**src/rtl/control_mem_block_pkg.sv**
```systemverilog
// Shared opcode, funct and ALU-control constants for the control/memory slice.
// Also holds the packed control-word type used by the decoder.
package control_mem_block_pkg;

   localparam logic [5:0] OpRtype = 6'b000000;
   localparam logic [5:0] OpLw    = 6'b100011;
   localparam logic [5:0] OpSw    = 6'b101011;
   localparam logic [5:0] OpBeq   = 6'b000100;
   localparam logic [5:0] OpAddi  = 6'b001000;
   localparam logic [5:0] OpAndi  = 6'b001100;
   localparam logic [5:0] OpOri   = 6'b001101;
   localparam logic [5:0] OpSlti  = 6'b001010;
   localparam logic [5:0] OpJ     = 6'b000010;
   localparam logic [5:0] OpJal   = 6'b000011;

   localparam logic [5:0] FnAdd = 6'b100000;
   localparam logic [5:0] FnSub = 6'b100010;
   localparam logic [5:0] FnAnd = 6'b100100;
   localparam logic [5:0] FnOr  = 6'b100101;
   localparam logic [5:0] FnNor = 6'b100111;
   localparam logic [5:0] FnSlt = 6'b101010;
   localparam logic [5:0] FnJr  = 6'b001000;

   typedef enum logic [3:0] {
      AluAnd = 4'b0000,
      AluOr  = 4'b0001,
      AluAdd = 4'b0010,
      AluSub = 4'b0110,
      AluSlt = 4'b0111,
      AluNor = 4'b1100
   } alu_op_e;

   typedef struct packed {
      logic    reg_write;
      logic    reg_dst;
      logic    alu_src;
      logic    branch;
      logic    mem_write;
      logic    mem_to_reg;
      logic    jump;
      logic    jal;
      logic    jr;
      alu_op_e alu_ctrl;
   } ctrl_t;

   localparam ctrl_t CtrlNone = '{
      reg_write:  1'b0,
      reg_dst:    1'b0,
      alu_src:    1'b0,
      branch:     1'b0,
      mem_write:  1'b0,
      mem_to_reg: 1'b0,
      jump:       1'b0,
      jal:        1'b0,
      jr:         1'b0,
      alu_ctrl:   AluAdd
   };

   // Only meaningful for the six arithmetic/logic R-type functs.
   function automatic alu_op_e funct_to_alu(input logic [5:0] funct);
      alu_op_e res;
      case (funct)
         FnSub:   res = AluSub;
         FnAnd:   res = AluAnd;
         FnOr:    res = AluOr;
         FnNor:   res = AluNor;
         FnSlt:   res = AluSlt;
         default: res = AluAdd;
      endcase
      return res;
   endfunction

endpackage

```
**src/rtl/control_mem_block_data_memory_array.sv**
```systemverilog
// Word-addressed data storage: asynchronous read, synchronous write and
// synchronous active-low clear of every word.
module data_memory_array #(
   parameter int unsigned N     = 32,
   parameter int unsigned DEPTH = 64
) (
   input  logic                     CLK,
   input  logic                     rst,
   input  logic                     we,
   input  logic [$clog2(DEPTH)-1:0] addr,
   input  logic [N-1:0]             wdata,
   output logic [N-1:0]             rdata
);

   logic [N-1:0] mem [DEPTH];

   // Clear wins over a write issued on the same edge.
   always_ff @(posedge CLK) begin
      if (!rst) begin
         for (int i = 0; i < DEPTH; i++) begin
            mem[i] <= '0;
         end
      end else if (we) begin
         mem[addr] <= wdata;
      end
   end

   assign rdata = mem[addr];

endmodule

```
**src/rtl/control_mem_block.sv**
```systemverilog
// Single-cycle MIPS-style main/ALU decoder, branch-target adder and data memory.
// Decode and branch logic are purely combinational and unaffected by reset.
module control_mem_block
   import control_mem_block_pkg::*;
#(
   parameter int unsigned N     = 32,
   parameter int unsigned DEPTH = 64
) (
   input  logic         CLK,
   input  logic         rst,
   input  logic [5:0]   op,
   input  logic [5:0]   funct,
   input  logic         zero_flag,
   input  logic [N-1:0] pc_plus_4,
   input  logic [N-1:0] signimm,
   input  logic [N-1:0] alu_out,
   input  logic [N-1:0] write_data,
   output logic         reg_write,
   output logic         reg_dst,
   output logic         alu_src,
   output logic         branch,
   output logic         mem_write,
   output logic         mem_to_reg,
   output logic         jump,
   output logic         jal,
   output logic         jr,
   output logic [3:0]   alu_ctrl,
   output logic [N-1:0] pc_branch,
   output logic         pc_src,
   output logic [N-1:0] read_data
);

   localparam int unsigned AW = $clog2(DEPTH);

   ctrl_t ctrl;

   always_comb begin
      ctrl = CtrlNone;
      case (op)
         OpRtype: begin
            case (funct)
               FnAdd, FnSub, FnAnd, FnOr, FnNor, FnSlt: begin
                  ctrl.reg_write = 1'b1;
                  ctrl.reg_dst   = 1'b1;
                  ctrl.alu_ctrl  = funct_to_alu(funct);
               end
               FnJr:    ctrl.jr = 1'b1;
               default: ;
            endcase
         end
         OpLw: begin
            ctrl.reg_write  = 1'b1;
            ctrl.alu_src    = 1'b1;
            ctrl.mem_to_reg = 1'b1;
         end
         OpSw: begin
            ctrl.alu_src   = 1'b1;
            ctrl.mem_write = 1'b1;
         end
         OpBeq: begin
            ctrl.branch   = 1'b1;
            ctrl.alu_ctrl = AluSub;
         end
         OpAddi, OpAndi, OpOri, OpSlti: begin
            ctrl.reg_write = 1'b1;
            ctrl.alu_src   = 1'b1;
            case (op)
               OpAndi:  ctrl.alu_ctrl = AluAnd;
               OpOri:   ctrl.alu_ctrl = AluOr;
               OpSlti:  ctrl.alu_ctrl = AluSlt;
               default: ctrl.alu_ctrl = AluAdd;
            endcase
         end
         OpJ: ctrl.jump = 1'b1;
         OpJal: begin
            ctrl.jump      = 1'b1;
            ctrl.jal       = 1'b1;
            ctrl.reg_write = 1'b1;
         end
         default: ;
      endcase
   end

   assign reg_write  = ctrl.reg_write;
   assign reg_dst    = ctrl.reg_dst;
   assign alu_src    = ctrl.alu_src;
   assign branch     = ctrl.branch;
   assign mem_write  = ctrl.mem_write;
   assign mem_to_reg = ctrl.mem_to_reg;
   assign jump       = ctrl.jump;
   assign jal        = ctrl.jal;
   assign jr         = ctrl.jr;
   assign alu_ctrl   = ctrl.alu_ctrl;

   assign pc_branch = pc_plus_4 + (signimm << 2);
   assign pc_src    = ctrl.branch & zero_flag;

   // Byte offset and bits above the array are dropped, so addresses alias.
   logic unused_addr_bits;
   assign unused_addr_bits = ^{alu_out[N-1:AW+2], alu_out[1:0]};

   data_memory_array #(
      .N     (N),
      .DEPTH (DEPTH)
   ) u_dmem (
      .CLK   (CLK),
      .rst   (rst),
      .we    (ctrl.mem_write),
      .addr  (alu_out[AW+1:2]),
      .wdata (write_data),
      .rdata (read_data)
   );

endmodule

```
**config.mk**
```make
export PLATFORM = sky130hd
export DESIGN_NAME = control_mem_block
export DESIGN_NICKNAME = d
export VERILOG_FILES = /design/src/rtl/control_mem_block_pkg.sv /design/src/rtl/control_mem_block_data_memory_array.sv /design/src/rtl/control_mem_block.sv
export SDC_FILE = /design/constraint.sdc
export NUM_CORES = 2
export LEC_CHECK = 0
export BUFFER_PORTS_ARGS = -buffer_cell sky130_fd_sc_hd__buf_2
export CORE_UTILIZATION = 39
export DETAILED_ROUTE_END_ITERATION = 10
export PLACE_DENSITY = 0.64
export SETUP_SLACK_MARGIN = 0.05
export SLEW_MARGIN = 15
export SYNTH_ARGS = -nofsm -noshare
export SYNTH_HDL_FRONTEND = slang
export SYNTH_HIERARCHICAL = 1
export SYNTH_SLANG_ARGS = --single-unit
```
**constraint.sdc**
```tcl
create_clock -name CLK -period 10.29 [get_ports CLK]
set_input_delay 2.058 -clock CLK [delete_from_list [all_inputs] [get_ports CLK]]
set_output_delay 2.058 -clock CLK [all_outputs]
set_load 0.1 [all_outputs]
```
; Word level (Yosys, flattened, before mapping)
; Memories as Yosys holds them, arrays and structs flattened.
; Index checks and enable logic that the tools add are counted.
[op_classes]
addsub = 1
eq_ne = 16
muxes = 22
n_bitwise = 1
reduce_logical = 7
[ops]
columns = op, n
row1 = "6-bit equality test, second input constant", 8
row2 = 32-bit adder, 1
row3 = 32-bit 2-to-1 mux, 1
row4 = 32-bit OR reduction, 1
row5 = "6-bit by 4-bit equality test with 1-bit output, second input constant", 5
row6 = 4-bit one-hot mux with 5 select lines, 1
row7 = 6-bit OR reduction, 3
row8 = 1-bit 2-to-1 mux, 14
row9 = "6-bit by 2-bit equality test with 1-bit output, second input constant", 2
row10 = 4-bit one-hot mux with 3 select lines, 1
row11 = 3-bit one-hot mux with 3 select lines, 1
row12 = "6-bit by 3-bit equality test with 1-bit output, second input constant", 1
row13 = 6-bit logical NOT, 1
row14 = 6-bit 2-to-1 mux, 1
row15 = 4-bit 2-to-1 mux, 1
row16 = 4-bit OR reduction, 1
row17 = 2-bit 2-to-1 mux, 1
row18 = 1-bit one-hot mux with 2 select lines, 1
row19 = 2-bit OR reduction, 1
row20 = 1-bit bitwise AND, 1
[word_totals]
register_bits = 0
ram_bits = 2048
output_inout_bits = 78
mem_count = 1
[mem_list]
columns = name, words, word_bits, rd, rd_ports_with_merged_regs, wr, line
row1 = u_dmem.mem, 64, 32, 1, 0, 64, control_mem_block_data_memory_array.sv:15  ; logic [N-1:0] mem [DEPTH];

; Longest topological paths before layout
[logic_depth]
depth_word = 7
ltp_mapped = 10
mapped_depth_nobuf = 9

; Cells and area by module
; Netlist, hierarchy kept.
[modules_own_cells]
columns = mod, n_inst, cells_each, area_per_inst_um2, seq_area_each_um2
row1 = data_memory_array, 1, 6913, 93345.8, 61499.0
row2 = control_mem_block, 1, 287, 1943.1, 0.0

; Worst setup path before layout
; No wires, ideal clock.
[synth_path]
path_type = input to register
from = in op[0]
to = mem u_dmem.mem[10][0], enable pin
setup_ps = 466
arrival_time_ps = 8962
t_required_ps = 9824
setup_slack_ps = 863
stages = 8
path_cell_list = clkbuf_1 nand3_1 nor4b_1 and2_1 clkbuf_1 nand3_1 clkbuf_1 o21ai_0
[synth_lines]
columns = element, line
row1 = from (decl), control_mem_block.sv:11  ; input logic [5:0] op,
row2 = to (decl), control_mem_block_data_memory_array.sv:15

; Worst setup path in the final report
[layout_path]
from = in alu_out[4]
to = out read_data[26]
[layout_via]
elab_chain_cells = 1
[layout_lines]
columns = element, line
row1 = from (decl), control_mem_block.sv:16  ; input logic [N-1:0] alu_out,
row2 = memory 64 x 32 bit, -
row3 = to (decl), control_mem_block.sv:30  ; output logic [N-1:0] read_data
; Every way passes these cells.

==> impl_metrics.csv <==
group,metric,value,unit
clock_tree,cts-root-buf,"clkbuf_16",
worst_setup_path,crit_type,"in -> out",
timing,slew_violations,0,
clock_tree,htreeDepth,4,
synth,synth_edf_count,2048,
routing,avgRoutedWirePerCell,30.1,um
synth,ys_seq_elements,2048,
layout,drive_gt1_share,15.3,%
worst_setup_path,arrival,6.57,ns
clock_tree,clk_pin_slew,0.06,ns
routing,vias,62796,
worst_setup_path,crit_path_start,"alu_out[4]",
worst_setup_path,path_cells,"buf_8 > buf_12 > nor2b_4 > buf_12 > a221oi_1 > nor3_1 > a2111oi_0 > nand4_1 > buf_2",
synth,netlist_instances,7200,
power_and_ir_drop,p_leak,36.5,nW
routing,totalWireLength,314000,um
floorplan,dieWidth,496,um
timing,setup_violations,0,
routing,drc,0,
clock_tree,tritoncts,"done",
worst_hold_path,worstHoldPathCells,2,
synth,synth_top_cell_area_share,64.5,%
floorplan,coreArea,0.243,mm^2
synth,synthTopCellsByArea,"edfxtp_1 (65%), and2_1 (14%), a221oi_1 (3.8%)",
synth,yosysTopAreaCell,"edfxtp_1",
timing,fmax,0.116,GHz
global_routing,grt_pass1_wl,441000,um
floorplan,num_io_pins,221,
clock_tree,cts-buffers-inserted,212,
synth,yosysSeqAreaShare,64.5,%
synth,synthArstFlopShare,0,%
floorplan,rows,181,
place,hpwl,178000,um
routing,first_pass_iters,5,
flow_run,max_cap_violations,0,
synth,avgSynthCellArea,13.2,um^2
layout,nets,7224,
power_and_ir_drop,power,0.0192,W
synth,ys_warn_count,6,
synth,ys_types,83,
worst_setup_path,slowest_stage,"a2111oi_0",
routing,first_iter_violations,8844,
timing,fin_crit,8.63,ns
global_routing,track_usage,25.0,%
synth,syn_area,0.0953,mm^2
worst_setup_path,cp_common_cell,"buf_12",
global_routing,overflow,0,
timing,grt_setup_unrepaired,"no",
place,io_buffers,188,
timing,finalHoldViolations,0,
global_routing,antenna_found_initial,27,
power_and_ir_drop,vdd_drop_max,164,uV
place,gp_congestion,0.884,
floorplan,initial_core_util,39.2,%
routing,ant_nets,0,
worst_setup_path,required,8.23,ns
clock_tree,post_cts_buffers,0,
timing,setup-tns-final,0,ns
layout,reg.largest.list,"u_dmem/mem x2048",
power_and_ir_drop,cellPowerDensity,179,mW/mm^2
clock_tree,cts_buffer_depth,3,
clock_tree,ctsHoldBuffers,0,
global_routing,grt_max_degree,108,
run_status,status,"finished, final reports clean",
worst_setup_path,cp.depth,9,
worst_setup_path,start_kind,"input port",
worst_setup_path,cp_num_buf_inv,4,
routing,viasPerCell,6.01,
worst_setup_path,cp_max_fo,93,
timing,timing.final.crit_share,83.9,%
synth,synth.most_common_cell,"and2_1",
worst_hold_path,min_path_type,"in -> reg",
worst_setup_path,critPathTopFamily,"buffers and inverters",
clock_tree,cts.repair.resized,0,
synth,synthesis.nets,7373,
global_routing,grt_pass1_vias,60150,
timing,tightest_slew,1.24,ns
synth,ys_top_cells_by_count,"and2_1 (2059), edfxtp_1 (2048), clkbuf_1 (638)",
floorplan,die-area,0.246,mm^2
timing,max_slew_margin,15.0,%
clock_tree,cts.sinks,2048,
layout,largest_reg_flops,2048,
worst_setup_path,cp_slowest_stage_delay,1.09,ns
layout,area.growth.synth_to_final,12.4,%
worst_hold_path,hp-start,"rst",
floorplan,die_y,496,um
synth,ys.flop_type,"edfxtp_1",
worst_setup_path,end_kind,"output pin",
layout,top_register,"u_dmem/mem",
==> stage by stage <==
step / hold slack [ns] / utilization [%] / instances / setup WS (ns) / area (um^2)
finish: 1.90 / 44.1 / 10440 / 1.66 / 107000
floorplan: 2.52 / - / 7200 / 0.863 / 95300
global route: 1.88 / 44.1 / 10430 / 1.81 / 107000
CTS: 1.82 / 44.1 / 10427 / 1.95 / 107000
detailed placement: 2.72 / 41.3 / 10038 / 1.97 / 100000
global placement: 2.71 / 41.3 / 10038 / 1.97 / 100000
==> cells by family after synthesis <==
| group | Yosys count | synth area share [%] |
|---|---|---|
| and+or+nand+nor | 2776 | 17.7 |
| DFF | 2048 | 64.5 |
| AOI/OAI and AO/OA | 1206 | 9.33 |
| buffers and inverters | 821 | 3.41 |
| muxes | 293 | 4.33 |
| adders and majority gates | 30 | 0.402 |
| xor gates and xnor gates | 26 | 0.239 |
==> layout by cell type, fill, tap and decap left out, drive strengths merged, types with 96 or more instances in the layout <==
cell type | Yosys | layout
mux2 | 111 | 111
buf | 171 | 446
edfxtp | 2048 | 2048
a22oi | 157 | 157
clkinv | 0 | 106
clkbuf | 638 | 261
and2 | 2059 | 2059
a221oi | 417 | 417
nand2 | 122 | 122
mux2i | 98 | 98
nor3b | 96 | 96
nor2 | 112 | 112
o21ai | 207 | 207
==> area by class of cell <==
class / instances / area, um^2
Timing Repair Buffer: 446 / 3140
Inverter: 12 / 52.6
Fill cell: 21598 / 136000
Antenna cell: 12 / 30.0
Tap cell: 3202 / 4010
Multi-Input combinational cell: 4331 / 31800
Sequential cell: 2048 / 61500
Clock buffer: 261 / 5550
Clock inverter: 128 / 1110
==> final timing paths <==
kind	to	slack [ns]
hold / removal	u_dmem/mem[21][29]	1.90
setup / recovery	read_data[26]	1.66
==> per-layer routing <==
metal	routed length, um	vias up	track usage, %	share of wire [%]
met5	44	-	0	0.014
met3	35200	663	5.44	11
met1	119000	31957	32.8	38
met2	142000	3687	39.2	45
li1	-	26481	-	-
met4	17700	8	12.7	5.6
==> report_power, final <==
group / leakage [nW] / internal [W] / switching (W)
sequential: 19.4 / 0.00957 / 0.000106
combinational: 13.8 / 0.000470 / 0.00155
clock: 3.27 / 0.00418 / 0.00331
Power figures use the tool's default switching activity.
